$ cat src/rtl/led_frame_deserializer.sv
// led_frame_deserializer
// Collects decoded WS2812 bits into BITS_PER_LED-wide pixel words, captures
// NUM_LEDS pixels per frame into a one-entry output holding register with a
// valid/ready handshake, then switches to passthrough until the next treset.
// Optional build macro: LED_DESER_GRB_REORDER_EN (swap the two top bytes,
// turning wire order G,R,B[,W] into R,G,B[,W]).
module led_frame_deserializer #(
   parameter int BITS_PER_LED = 24,
   parameter int NUM_LEDS     = 1,
   parameter int IDX_W        = (NUM_LEDS > 1) ? $clog2(NUM_LEDS) : 1
) (
   input  logic                    i_clk,
   input  logic                    i_reset,
   input  logic                    i_decode_bit,
   input  logic                    i_valid_strobe,
   input  logic                    i_treset,
   output logic [BITS_PER_LED-1:0] o_led_data,
   output logic [IDX_W-1:0]        o_led_index,
   output logic                    o_led_valid,
   input  logic                    i_led_ready,
   output logic                    o_passthru_en,
   output logic                    o_overrun
);

   localparam int CNT_W = $clog2(BITS_PER_LED);
   localparam logic [CNT_W-1:0] LAST_BIT = CNT_W'(BITS_PER_LED - 1);
   localparam logic [IDX_W-1:0] LAST_IDX = IDX_W'(NUM_LEDS - 1);

`ifdef LED_DESER_GRB_REORDER_EN
   generate
      if (BITS_PER_LED < 16) begin : g_reorder_width_check
         $error("LED_DESER_GRB_REORDER_EN requires BITS_PER_LED >= 16");
      end
   endgenerate
`endif

   typedef enum logic {
      CAPTURE  = 1'b0,
      PASSTHRU = 1'b1
   } state_t;

   state_t                  state_q, state_d;
   logic [BITS_PER_LED-1:0] shreg_q, shreg_d;
   logic [CNT_W-1:0]        bit_cnt_q, bit_cnt_d;
   logic [IDX_W-1:0]        led_idx_q, led_idx_d;
   logic [BITS_PER_LED-1:0] hold_data_q, hold_data_d;
   logic [IDX_W-1:0]        hold_idx_q, hold_idx_d;
   logic                    hold_vld_q, hold_vld_d;
   logic                    overrun_q, overrun_d;

   logic [BITS_PER_LED-1:0] word_c;
   logic                    drain_c;

   // Byte reorder applied to each completed word before it is loaded.
   function automatic logic [BITS_PER_LED-1:0] reorder_word(
      input logic [BITS_PER_LED-1:0] w
   );
`ifdef LED_DESER_GRB_REORDER_EN
      logic [BITS_PER_LED-1:0] r;
      r = w;
      r[BITS_PER_LED-1 -: 8] = w[BITS_PER_LED-9 -: 8];
      r[BITS_PER_LED-9 -: 8] = w[BITS_PER_LED-1 -: 8];
      return r;
`else
      return w;
`endif
   endfunction

   assign word_c  = {shreg_q[BITS_PER_LED-2:0], i_decode_bit};
   assign drain_c = hold_vld_q && i_led_ready;

   // Next-state logic: handshake drain, treset recovery, bit capture and word load.
   always_comb begin
      state_d     = state_q;
      shreg_d     = shreg_q;
      bit_cnt_d   = bit_cnt_q;
      led_idx_d   = led_idx_q;
      hold_data_d = hold_data_q;
      hold_idx_d  = hold_idx_q;
      hold_vld_d  = hold_vld_q;
      overrun_d   = overrun_q;

      if (drain_c) begin
         hold_vld_d = 1'b0;
      end

      if (i_treset) begin
         // A pending output word survives treset; only capture state restarts.
         state_d   = CAPTURE;
         shreg_d   = '0;
         bit_cnt_d = '0;
         led_idx_d = '0;
         overrun_d = 1'b0;
      end else if (state_q == CAPTURE && i_valid_strobe) begin
         shreg_d = word_c;
         if (bit_cnt_q == LAST_BIT) begin
            bit_cnt_d = '0;
            // Load when empty or when the current word drains on this same edge.
            if (!hold_vld_q || i_led_ready) begin
               hold_data_d = reorder_word(word_c);
               hold_idx_d  = led_idx_q;
               hold_vld_d  = 1'b1;
            end else begin
               overrun_d = 1'b1;
            end
            if (led_idx_q == LAST_IDX) begin
               state_d = PASSTHRU;
            end else begin
               led_idx_d = led_idx_q + IDX_W'(1);
            end
         end else begin
            bit_cnt_d = bit_cnt_q + CNT_W'(1);
         end
      end
   end

   // State and datapath registers with synchronous active-high reset.
   always_ff @(posedge i_clk) begin
      if (i_reset) begin
         state_q     <= CAPTURE;
         shreg_q     <= '0;
         bit_cnt_q   <= '0;
         led_idx_q   <= '0;
         hold_data_q <= '0;
         hold_idx_q  <= '0;
         hold_vld_q  <= 1'b0;
         overrun_q   <= 1'b0;
      end else begin
         state_q     <= state_d;
         shreg_q     <= shreg_d;
         bit_cnt_q   <= bit_cnt_d;
         led_idx_q   <= led_idx_d;
         hold_data_q <= hold_data_d;
         hold_idx_q  <= hold_idx_d;
         hold_vld_q  <= hold_vld_d;
         overrun_q   <= overrun_d;
      end
   end

   assign o_led_data    = hold_data_q;
   assign o_led_index   = hold_idx_q;
   assign o_led_valid   = hold_vld_q;
   assign o_passthru_en = (state_q == PASSTHRU);
   assign o_overrun     = overrun_q;

endmodule
$ cat config.mk
export PLATFORM = sky130hd
export DESIGN_NAME = led_frame_deserializer
export DESIGN_NICKNAME = d
export VERILOG_FILES = /design/src/rtl/led_frame_deserializer.sv
export SDC_FILE = /design/constraint.sdc
export NUM_CORES = 1
export LEC_CHECK = 0
export BUFFER_PORTS_ARGS = -buffer_cell sky130_fd_sc_hd__buf_2
export CAP_MARGIN = 20
export CORE_MARGIN = 2
export CORE_UTILIZATION = 55
export DETAILED_ROUTE_END_ITERATION = 8
export PLACE_DENSITY = 0.77
export SETUP_SLACK_MARGIN = 0.2
export SYNTH_ARGS = -nofsm -noshare
export SYNTH_HDL_FRONTEND = slang
export SYNTH_SLANG_ARGS = --single-unit
$ cat constraint.sdc
create_clock -name i_clk -period 1.98 [get_ports i_clk]
set_input_delay 0.594 -clock i_clk [delete_from_list [all_inputs] [get_ports i_clk]]
set_output_delay 0.594 -clock i_clk [all_outputs]
set_load 0.01 [all_outputs]
Word level (Yosys, flattened, before mapping):

Index checks and enable logic that the tools add are counted.
Widths: inputs -> output; s select.

* output and inout bits: 28
* word-level logic and storage cells: 31
* bits in registers: 57
* input port bits: 6

* multiplexer cells: 7
* $add $sub $neg: 2
* eq/ne operators: 1
* reduce and logical (&&, ||, !) cells: 9
* bitwise gates (word level): 4

Operators with widths (count)
* $mux 1: 6
* $reduce_and 3->1: 2
* $add 5x1->5 const B: 1
* $eq 5x5->1 const B: 1
* $mux 5: 1
* $not 1->1: 4
* $reduce_and 4->1: 1
* $logic_and 1x1->1: 2
* $reduce_and 2->1: 1
* $reduce_or 2->1: 1
* $add 1x1->1 const B: 1
* $logic_not 1->1: 1
* $logic_or 1x1->1: 1

Longest topological paths before layout:

* word-level depth: 6
* gate-level depth with buffers: 6
* depth with buffers taken out: 4

Least setup slack after synthesis:

OpenSTA, ideal clock, no wires.

* path kind: reg-to-reg
* start: reg bit_cnt_q[0]
* end: reg hold_data_q[0] (netlist: o_led_data[0])
* arrival: 1.443 ns
* data required time: 1.908 ns
* cell stages (with the launch flop): 7
* clock period less this slack: 1.514 ns
* slack: 0.466 ns
* setup time: 0.072 ns
* cells stage by stage: dfxtp_1 > ha_1 > nand4b_4 > nor4b_4 > buf_6 > buf_12 > mux2i_1

* word-level cells in the longest chain between the ends: 2

Ends and longest elaborated chain
* start, declared: RTL line 44 `logic [CNT_W-1:0] bit_cnt_q, bit_cnt_d;`
* start signal, assigned: RTL line 131 `bit_cnt_q <= bit_cnt_d;`
* $eq 5x5->1: RTL line 96 `if (bit_cnt_q == LAST_BIT) begin`
* $reduce_and 4->1 (no source line)
* end signal, assigned: RTL line 133 `hold_data_q <= hold_data_d;`
* end, declared: RTL line 46 `logic [BITS_PER_LED-1:0] hold_data_q, hold_data_d;`

No other way between the ends.
A chain may end at the register's enable or synchronous reset.

Worst setup path after layout:

* start: reg bit_cnt_q[1]
* end: reg hold_data_q[1] (netlist: o_led_data[1])

The elaborated chain is that of the path after synthesis.

==> out/results.tsv <==
stage	metric	value	unit
placement	Inst Count DP	316	
clocking	deepest clock path buffer count	2	
synthesis	Synth cell types	28	
floorplanning	Ports	34	
cells_and_area	sequential cell area	1100	um2
worst_hold_path	HP Class	register to register	
routing	drt pass-1 iters	4	
grt	antenna violations before repair	0	
worst_hold_path	hold wc startpoint	shreg_q[22]	
floorplanning	Core Area	4000	um2
outcome	status	finished clean	
routing	routed wl met2	2.05	mm
cells_and_area	area grow syn2layout	12.9	%
cells_and_area	share of cells above drive strength 1	19.5	%
cells_and_area	most common cell after layout, fill and taps aside	dfxtp_1	
sta	clock skew	0.00538	ns
placement	post-DP HPWL	2.45	mm
placement	IO buf count	32	
worst_setup_path	reg2reg start	bit_cnt_q[1]	
sta	clock period minus worst slack	1.69	ns
worst_hold_path	WHS Endpoint	shreg_q[22]	
floorplanning	initial core utilization	56.8	%
sta	setup violators final	0	
cells_and_area	fillers	353	
synthesis	Yosys warnings	0	
grt	largest net degree at the start of global routing	51	
worst_setup_path	critical path endpoint category	register	
sta	transition time of the tightest slew-check pin	0.539	ns
worst_setup_path	Critical Path Start Type	register	
flow_run	number of max-cap violations	0	
routing	DRC violations left	0	
clocking	clk_lat worst skew	0.30	ns
sta	Final Hold Vio Count	0	
pwr	Tot Pwr	0.00184	W
grt	total track usage	18.8	%
routing	DR WL/cell	12.4	um
sta	Final TNS setup	0	ns
cells_and_area	Final Net Count	283	
cells_and_area	most frequent cells in the layout	dfxtp_1 (54), nand2b_1 (50), nand2_1 (49)	
worst_setup_path	Required @ worst endpoint	2.21	ns
pwr	maximum vdd drop	548	uV
clocking	H-tree depth	2	
clocking	TritonCTS clock tree	yes	
sta	Final Cycle Share	85.5	%
synthesis	Avg Cell Area, Syn	9.20	um2
clocking	Root Driver	clkbuf_8	
grt	first-pass GRT wire length	6.61	mm
clocking	Inserted Clock Buffers	5	
worst_setup_path	reg2reg setup slack	0.29	ns
placement	RePlAce Congestion	0.729	
synthesis	total nets after synthesis	254	
floorplanning	die height	68.3	um
synthesis	Post-Synthesis Cells	247	
routing	DRT antenna net count	0	
clocking	cts hold-fix bufs	0	
pwr	LEAKAGE	0.940	nW
worst_setup_path	Data arrival, critical path	1.92	ns
routing	routed wire length	4.04	mm
floorplanning	Die Span X	68.3	um
worst_hold_path	hold path depth	2	
clocking	CTS clk-pin slew, worst paths	0.09	ns
sta	RSZ-0062 raised after global routing	false	
cells_and_area	area of the multi-input gates	1060	um2
routing	DR vias/cell	5.05	
routing	top sig layer	met4	
routing	Initial DRC Count	76	
routing	via count	1652	
synthesis	Synth Register Bits	55	
pwr	PwrDens	715	nW/um2
worst_setup_path	Max FO, Critical Path	6	
cells_and_area	Final Non-Filler Cells	327	
clocking	clock sink count	55	
routing	Metal-1 WL	1.82	mm
synthesis	Seq/Total Area, Yosys	48.5	%
worst_setup_path	reg2reg path depth	6	
floorplanning	Die Area	4660	um2
sta	f_max	0.591	GHz
routing	WL met3	116	um
synthesis	post-synthesis cell area	2270	um2
worst_setup_path	Crit Path Category	register to register	
sta	final slew viol count	0	
grt	vias in the first global route	1486	
sta	Slew HR	64.1	%
floorplanning	Row Count	23	
grt	GRT overflow	0	
cells_and_area	Inserted Diodes	0	
worst_setup_path	Reg2Reg Capture Point	o_led_data[1]	
## metrics by stage
step | hold slack [ns] | setup slack [ns] | instance area, um2 | utilization, %
finish | 0.466 | 0.288 | 2570 | 64.2
global route | 0.487 | 0.211 | 2570 | 64.2
CTS | 0.470 | 0.254 | 2530 | 63.3
detailed placement | 0.456 | 0.277 | 2430 | 60.8
global placement | 0.443 | 0.321 | 2430 | 60.8
floorplan | 0.437 | 0.466 | 2270 | -
## where the power goes
group	internal, W	switching (W)	leakage [nW]
combinational	0.0000293	0.0000449	0.445
clock	0.000320	0.000332	0.0515
sequential	0.00111	0.00000200	0.443
total	0.00146	0.000379	0.940
## cell usage after synthesis
master / count / area (um2)
mux2i_1: 24 / 240
ha_1: 1 / 12.5
nor2b_1: 1 / 6.26
or3_1: 1 / 6.26
clkbuf_1: 11 / 41.3
o21ai_0: 2 / 10.0
buf_6: 1 / 11.3
nor3_1: 1 / 5.00
inv_1: 1 / 3.75
nand4b_4: 1 / 23.8
a211oi_1: 1 / 7.51
dfxtp_1: 55 / 1100
or2_2: 1 / 6.26
nand2b_1: 50 / 313
o21a_1: 2 / 15.0
buf_4: 1 / 7.51
nand2_1: 49 / 184
nor2_1: 3 / 11.3
xor2_1: 1 / 8.76
or4_1: 1 / 7.51
nor4b_4: 1 / 23.8
buf_2: 3 / 15.0
buf_12: 2 / 40.0
conb_1: 1 / 3.75
nand3b_1: 2 / 15.0
a21oi_1: 27 / 135
nand3_1: 2 / 10.0
or3_2: 1 / 7.51
## sequential cells by signal, summed over array words and instances, names as in the netlist
register       flops
shreg_q           23
bit_cnt_q          5
o_passthru_en      1
o_led_data        24
o_overrun          1
o_led_valid        1
## critical path: stages (launching register included)
cell and delay [ns]:
dfxtp_1 0.37, ha_2 0.24, nand4b_4 0.16, nor4b_4 0.29, buf_4 0.19, buf_4 0.19
mux2i_1 0.19
## worst max path at each step
| stage | from | endpoint | slack, ns | cells past startpoint |
|---|---|---|---|---|
| after global placement | i_valid_strobe | bit_cnt_q[3] | 0.32 | 5 |
| after floorplan | bit_cnt_q[0] | o_led_data[0] | 0.47 | 6 |
| after detailed placement | i_valid_strobe | bit_cnt_q[3] | 0.28 | 5 |
| final | bit_cnt_q[1] | o_led_data[1] | 0.29 | 6 |
| after global routing | bit_cnt_q[1] | o_led_data[2] | 0.21 | 6 |
| after CTS | bit_cnt_q[0] | o_led_data[5] | 0.25 | 5 |
## layer usage
layer / up-vias / track usage, %
met2: 26 / 31.6
met4: 0 / 5.75
met3: 6 / 5.76
met1: 768 / 23.2
met5: - / 0
li1: 852 / -
## kinds of logic after synthesis
group           share of synthesized area, %
compound gates                          7.38
xor+xnor                               0.386
fa+ha+maj                              0.551
buf+inv                                 5.23
flops                                   48.5
mux                                     10.6
other cells                            0.165
simple gates                            27.3
## layout make-up
class | instances | area share [%]
Inverter | 1 | 0.146
Multi-Input combinational cell | 173 | 41.2
Clock buffer | 8 | 3.90
Timing Repair Buffer | 40 | 9.36
Tap cell | 50 | 2.44
Sequential cell | 55 | 43.0
## what timing repair did
| action | in CTS | in global routing |
|---|---|---|
| endpoints found under the setup margin | 0 | 24 |
| endpoints found under the hold margin | 0 | 0 |
| gates resized for setup | 0 | 7 |
| buffers inserted | 0 | 1 |
Note: power is estimated with default switching activity, not from simulation.
